--- config.mk ---
export PLATFORM = sky130hd
export DESIGN_NAME = btn_conditioner_flat
export DESIGN_NICKNAME = d
export VERILOG_FILES = /design/src/rtl/btn_if.sv /design/src/rtl/btn_conditioner.sv /design/src/flat_wrapper.sv
export SDC_FILE = /design/constraint.sdc
export NUM_CORES = 1
export LEC_CHECK = 0
export ABC_AREA = 1
export CAP_MARGIN = 15
export CORE_AREA = 2 2 91 93
export DETAILED_ROUTE_END_ITERATION = 7
export DIE_AREA = 0 0 93 95
export GPL_TIMING_DRIVEN = 0
export PLACE_DENSITY = 0.66
export SYNTH_ARGS = -nofsm -noshare
export SYNTH_HDL_FRONTEND = slang
export SYNTH_SLANG_ARGS = --single-unit
export TNS_END_PERCENT = 30
--- constraint.sdc ---
create_clock -name clk -period 2.5 [get_ports clk]
set_input_delay 0.5 -clock clk [delete_from_list [all_inputs] [get_ports clk]]
set_output_delay 0.5 -clock clk [all_outputs]
set_load 0.02 [all_outputs]
--- src/rtl/btn_if.sv ---
// Button bundle between the pad-side driver and the conditioner.
// The master drives raw pad levels and enable; the slave returns clean levels and events.
interface btn_if #(
    parameter int N_BTN = 8
);
    logic [N_BTN-1:0] btn_raw;
    logic             en;
    logic [N_BTN-1:0] btn_level;
    logic [N_BTN-1:0] btn_press;
    logic [N_BTN-1:0] btn_release;
    logic             press_valid;
    logic [2:0]       press_idx;
    logic             multi_press;

    modport master (
        output btn_raw, en,
        input  btn_level, btn_press, btn_release, press_valid, press_idx, multi_press
    );

    modport slave (
        input  btn_raw, en,
        output btn_level, btn_press, btn_release, press_valid, press_idx, multi_press
    );
endinterface

--- src/rtl/btn_conditioner.sv ---
// Synchronises and debounces raw pad buttons, emitting clean levels, one-cycle
// press/release pulses and an encoded lowest-index press for the game FSM.
module btn_conditioner #(
    parameter int N_BTN     = 8,
    parameter int DB_CYCLES = 16,
    parameter int CNT_W     = 5
) (
    input  logic  clk,
    input  logic  rst_n,
    btn_if.slave  btn
);
    localparam logic [CNT_W-1:0] CNT_LAST = CNT_W'(DB_CYCLES - 1);

    logic [N_BTN-1:0]            sync1_q, sync2_q;
    logic [N_BTN-1:0]            level_q, level_d;
    logic [N_BTN-1:0]            press_q, press_d;
    logic [N_BTN-1:0]            release_q, release_d;
    logic [N_BTN-1:0][CNT_W-1:0] cnt_q, cnt_d;
    logic                        valid_q, valid_d;
    logic                        multi_q, multi_d;
    logic [2:0]                  idx_q, idx_d;
    logic                        seen;

    always_comb begin
        // NOTE: every combinational output gets a default first so no path infers a latch.
        level_d   = level_q;
        cnt_d     = cnt_q;
        press_d   = '0;
        release_d = '0;
        if (btn.en) begin
            for (int i = 0; i < N_BTN; i++) begin
                if (sync2_q[i] == level_q[i]) begin
                    cnt_d[i] = '0;
                end else if (cnt_q[i] == CNT_LAST) begin
                    level_d[i]   = sync2_q[i];
                    cnt_d[i]     = '0;
                    press_d[i]   = sync2_q[i];
                    release_d[i] = ~sync2_q[i];
                end else begin
                    cnt_d[i] = cnt_q[i] + CNT_W'(1);
                end
            end
        end

        // Encoder looks at the next-state press vector so it lines up with btn_press.
        valid_d = |press_d;
        idx_d   = '0;
        for (int i = N_BTN - 1; i >= 0; i--) begin
            if (press_d[i]) idx_d = 3'(i);
        end
        multi_d = 1'b0;
        seen    = 1'b0;
        for (int i = 0; i < N_BTN; i++) begin
            if (press_d[i]) begin
                if (seen) multi_d = 1'b1;
                seen = 1'b1;
            end
        end
    end

    // NOTE: sequential state uses non-blocking assignments so all flops update together.
    always_ff @(posedge clk or negedge rst_n) begin
        if (!rst_n) begin
            sync1_q   <= '0;
            sync2_q   <= '0;
            level_q   <= '0;
            press_q   <= '0;
            release_q <= '0;
            cnt_q     <= '0;
            valid_q   <= 1'b0;
            multi_q   <= 1'b0;
            idx_q     <= '0;
        end else begin
            // Synchroniser runs regardless of en so resumed counting sees fresh samples.
            sync1_q   <= btn.btn_raw;
            sync2_q   <= sync1_q;
            level_q   <= level_d;
            press_q   <= press_d;
            release_q <= release_d;
            cnt_q     <= cnt_d;
            valid_q   <= valid_d;
            multi_q   <= multi_d;
            idx_q     <= idx_d;
        end
    end

    assign btn.btn_level   = level_q;
    assign btn.btn_press   = press_q;
    assign btn.btn_release = release_q;
    assign btn.press_valid = valid_q;
    assign btn.press_idx   = idx_q;
    assign btn.multi_press = multi_q;
endmodule

--- src/flat_wrapper.sv ---
// flat-port wrapper written by rule: the top's interface ports become plain ports
module btn_conditioner_flat 
#(
    parameter int N_BTN     = 8,
    parameter int DB_CYCLES = 16,
    parameter int CNT_W     = 5
)
  (clk, rst_n, btn_btn_raw, btn_en, btn_btn_level, btn_btn_press, btn_btn_release, btn_press_valid, btn_press_idx, btn_multi_press);
  btn_if #(.N_BTN(N_BTN)) btn_i ();
  input  logic clk;
  input  logic rst_n;
  input wire logic [$bits(btn_i.btn_raw)-1:0] btn_btn_raw;
  input wire logic [$bits(btn_i.en)-1:0] btn_en;
  output wire logic [$bits(btn_i.btn_level)-1:0] btn_btn_level;
  output wire logic [$bits(btn_i.btn_press)-1:0] btn_btn_press;
  output wire logic [$bits(btn_i.btn_release)-1:0] btn_btn_release;
  output wire logic [$bits(btn_i.press_valid)-1:0] btn_press_valid;
  output wire logic [$bits(btn_i.press_idx)-1:0] btn_press_idx;
  output wire logic [$bits(btn_i.multi_press)-1:0] btn_multi_press;
  assign btn_i.btn_raw = btn_btn_raw;
  assign btn_i.en = btn_en;
  assign btn_btn_level = btn_i.btn_level;
  assign btn_btn_press = btn_i.btn_press;
  assign btn_btn_release = btn_i.btn_release;
  assign btn_press_valid = btn_i.press_valid;
  assign btn_press_idx = btn_i.press_idx;
  assign btn_multi_press = btn_i.multi_press;
  btn_conditioner #(.N_BTN(N_BTN), .DB_CYCLES(DB_CYCLES), .CNT_W(CNT_W)) u_core (.clk(clk), .rst_n(rst_n), .btn(btn_i));
endmodule
==> flow_summary.json <==
{
  "r2r_cells": 11,
  "setup_violations": 0,
  "total_power_mw": 2.72,
  "final_antenna_net_count": 0,
  "starting_density_of_the_core_pct": 43.9,
  "design.portCount": 40,
  "pwr_density_cell_nw_per_um2": 645,
  "timing.slew.headroom_pct": 64.9,
  "grt_use_met1_pct": 19.7,
  "status": "finished, final reports clean",
  "grt.met3_usage_pct": 4.87,
  "crit_required_ns": 2.00,
  "final_cell_count_no_fill": 508,
  "hold_viol_final": 0,
  "path_clk_slew_ns": 0.09,
  "timing.critical_path.to_type": "output port",
  "count_of_warnings_emitted_by_yosys": 0,
  "timing.critical_path.cells": "clkdlybuf4s50_1",
  "timing.critical_path.arrival_ns": 1.37,
  "setup_ws_ns": 0.626,
  "drt-vias-per-instance": 4.80,
  "rr_endpoint": "u_core.btn.multi_press",
  "nNetsFinal": 417,
  "final.setup.tns_ns": 0,
  "worst_clk_skew_ns": 0.00681,
  "maximum_operating_frequency_ghz": 0.534,
  "clk_root_buffer_cell": "clkbuf_8",
  "vdd_drop_max_mv": 0.274,
  "height_of_the_chip_um": 95,
  "worst_path_dominant_cell_family": "buffers and inverters",
  "detail_route.wl_per_cell_um": 12.2,
  "drv.max_cap_violation_count": 0,
  "seq_area_frac_synth_pct": 61.2,
  "final.period_utilization_pct": 75.0,
  "drc": 0,
  "rsz0062_at_grt": "false",
  "min-delay-path-class": "in2async",
  "critical_path.n_buffers_inverters": 1,
  "grt_pass1_vias": 2358,
  "post_cts_resize_count": 0,
  "placed_cells_incl_taps": 492,
  "global_route.overflow_total": 0,
  "power_leakage_nw": 2.05,
  "route.final.wire_length_um": 6200,
  "regToRegSetupSlack_ns": 0.75,
  "critical-path-max-stage-delay_ns": 0.63,
  "grtUsageTotal_pct": 15.4,
  "grt-busiest-layer": "met2",
  "final_area_um2": 4210,
  "place.port_buffers": 38,
  "cts_made_buffers": 9,
  "dpl-instance-area_um2": 4010,
  "whs_ns": 0.100,
  "post-cts-setup-buffers": 0,
  "critical_path.slowest_cell": "clkdlybuf4s50_1",
  "syn_area_per_cell_um2": 9.99,
  "hpwl_reported_at_the_end_of_detailed_placement_um": 4400,
  "floorplan_core_area_um2": 7930,
  "detailedRoute.firstPassIterationCount": 4,
  "worst_setup_path_category": "reg2out",
  "drt_iter0_markers": 103,
  "dieWidth_um": 93,
  "critical_path_peak_fanout": 3,
  "timing.rr.start": "u_core.cnt_q[5]",
  "final_max_slew_viol_count": 0,
  "fin_crit_ns": 1.87,
  "drive_above_1_share_pct": 8.93,
  "cts_tree": "built",
  "cts-htree-levels": 3,
  "layout.core_utilization_pct": 53.1,
  "post_cts_hold_buffer_count": 0,
  "post_synth_instance_area_um2": 3480,
  "synthToLayoutAreaGrowth_pct": 21.1,
  "most_frequent_cells_in_the_layout": "dfrtp_1 (85), nand2_1 (68), clkdlybuf4s50_1 (37), inv_1 (34), nor2_1 (29)",
  "place_congestion": 0.772,
  "critical_path.startpoint_type": "register",
  "postSynthRegisterBits": 85,
  "die_area_um2": 8840,
  "insertion_delay_ns": 0.35,
  "syn-num-nets": 367,
  "grt_max_degree": 52,
  "rows": 33,
  "antenna_found_initial": 0,
  "tightestPinTransition_ns": 0.527,
  "antenna-diode-count": 0,
  "post-place-ws_ns": 0.751,
  "grt_first_pass_wirelength_um": 10600,
  "synth_cell_type_count": 25,
  "synthCells": 348,
  "met2_usage_pct": 25.1,
  "count_of_filler_cells_inserted_in_the_layout": 711,
  "num_vias": 2440,
  "tritoncts_num_sinks": 85,
  "cts.path.max_buffers": 2,
  "layout.cells.most_common": "dfrtp_1"
}
-- worst register-to-register path, delay by kind of cell, from the launching register on --
kind,cells,cell delay (ns)
and+or+nand+nor,9,0.94
DFF,1,0.41
adders and majority gates,1,0.23
buffers and inverters,1,0.05
-- registers in the layout, indices dropped and copies added (netlist names) --
name and count:
u_core.btn.press_idx 3, u_core.sync2_q 8, u_core.btn.btn_press 8, u_core.btn.btn_release 8, u_core.btn.multi_press 1, u_core.sync1_q 8
u_core.btn.btn_level 8, u_core.cnt_q 40, u_core.btn.press_valid 1
-- layer usage --
metal	vias to the layer above	wire length [µm]
met5	-	0
met4	0	104
met3	13	273
met2	42	2950
met1	1165	2880
li1	1220	-
-- worst max-delay path by stage --
stage                             from  depth (start not counted)                      end  slack [ns]
6_report       u_core.btn.btn_level[0]                          1         btn_btn_level[0]        0.63
5_1_grt        u_core.btn.btn_level[0]                          1         btn_btn_level[0]        0.55
4_1_cts        u_core.btn.btn_level[0]                          1         btn_btn_level[0]        0.62
3_5_place_dp           u_core.cnt_q[5]                         11   u_core.btn.multi_press        0.75
3_3_place_gp                     rst_n                          1  u_core.btn.btn_level[3]       -2.14
2_1_floorplan          u_core.cnt_q[5]                         11   u_core.btn.multi_press        1.01
-- synthesized netlist by cell type, drive strengths merged --
master	instances	share of area, %
a21boi	5	1.1
a21oi	12	1.7
a22o	6	1.5
a32o	1	0.29
buf	2	0.47
clkbuf	3	0.32
dfrtp	85	61
ha	8	2.9
inv	38	4.1
nand2	75	8.6
nand3	25	3.6
nand4	1	0.18
nor2	33	4.0
nor3	6	0.86
o21ai	25	3.6
o22ai	1	0.18
o31ai	1	0.22
or2	1	0.18
xnor2	9	2.3
xor2	11	2.8
-- logic make-up after synthesis --
logic type / Yosys count / synth area share, %
buffers and inverters: 43 / 4.89
AO/OA/AOI/OAI: 51 / 8.60
AND/OR/NAND/NOR: 141 / 17.4
XOR/XNOR: 20 / 5.04
adder cells (fa/ha/maj): 8 / 2.88
flip-flops: 85 / 61.2
-- final cells by class --
cell class / count / area [µm²] / share of cell area (%)
buffer: 5 / 27.5 / 0.654
clock buffer: 9 / 124 / 2.94
clock inverter: 7 / 73.8 / 1.75
inverter: 38 / 143 / 3.39
multi-input combinational: 220 / 1180 / 28.0
sequential: 85 / 2130 / 50.5
tap: 105 / 131 / 3.12
timing repair buffer: 39 / 405 / 9.63
-- report_power, final --
| part | internal (mW) | switching [mW] |
|---|---|---|
| combinational | 0.104 | 0.121 |
| sequential | 1.45 | 0.0725 |
| clock | 0.467 | 0.500 |
| total | 2.02 | 0.694 |
Note: power is estimated with default switching activity, not from simulation.
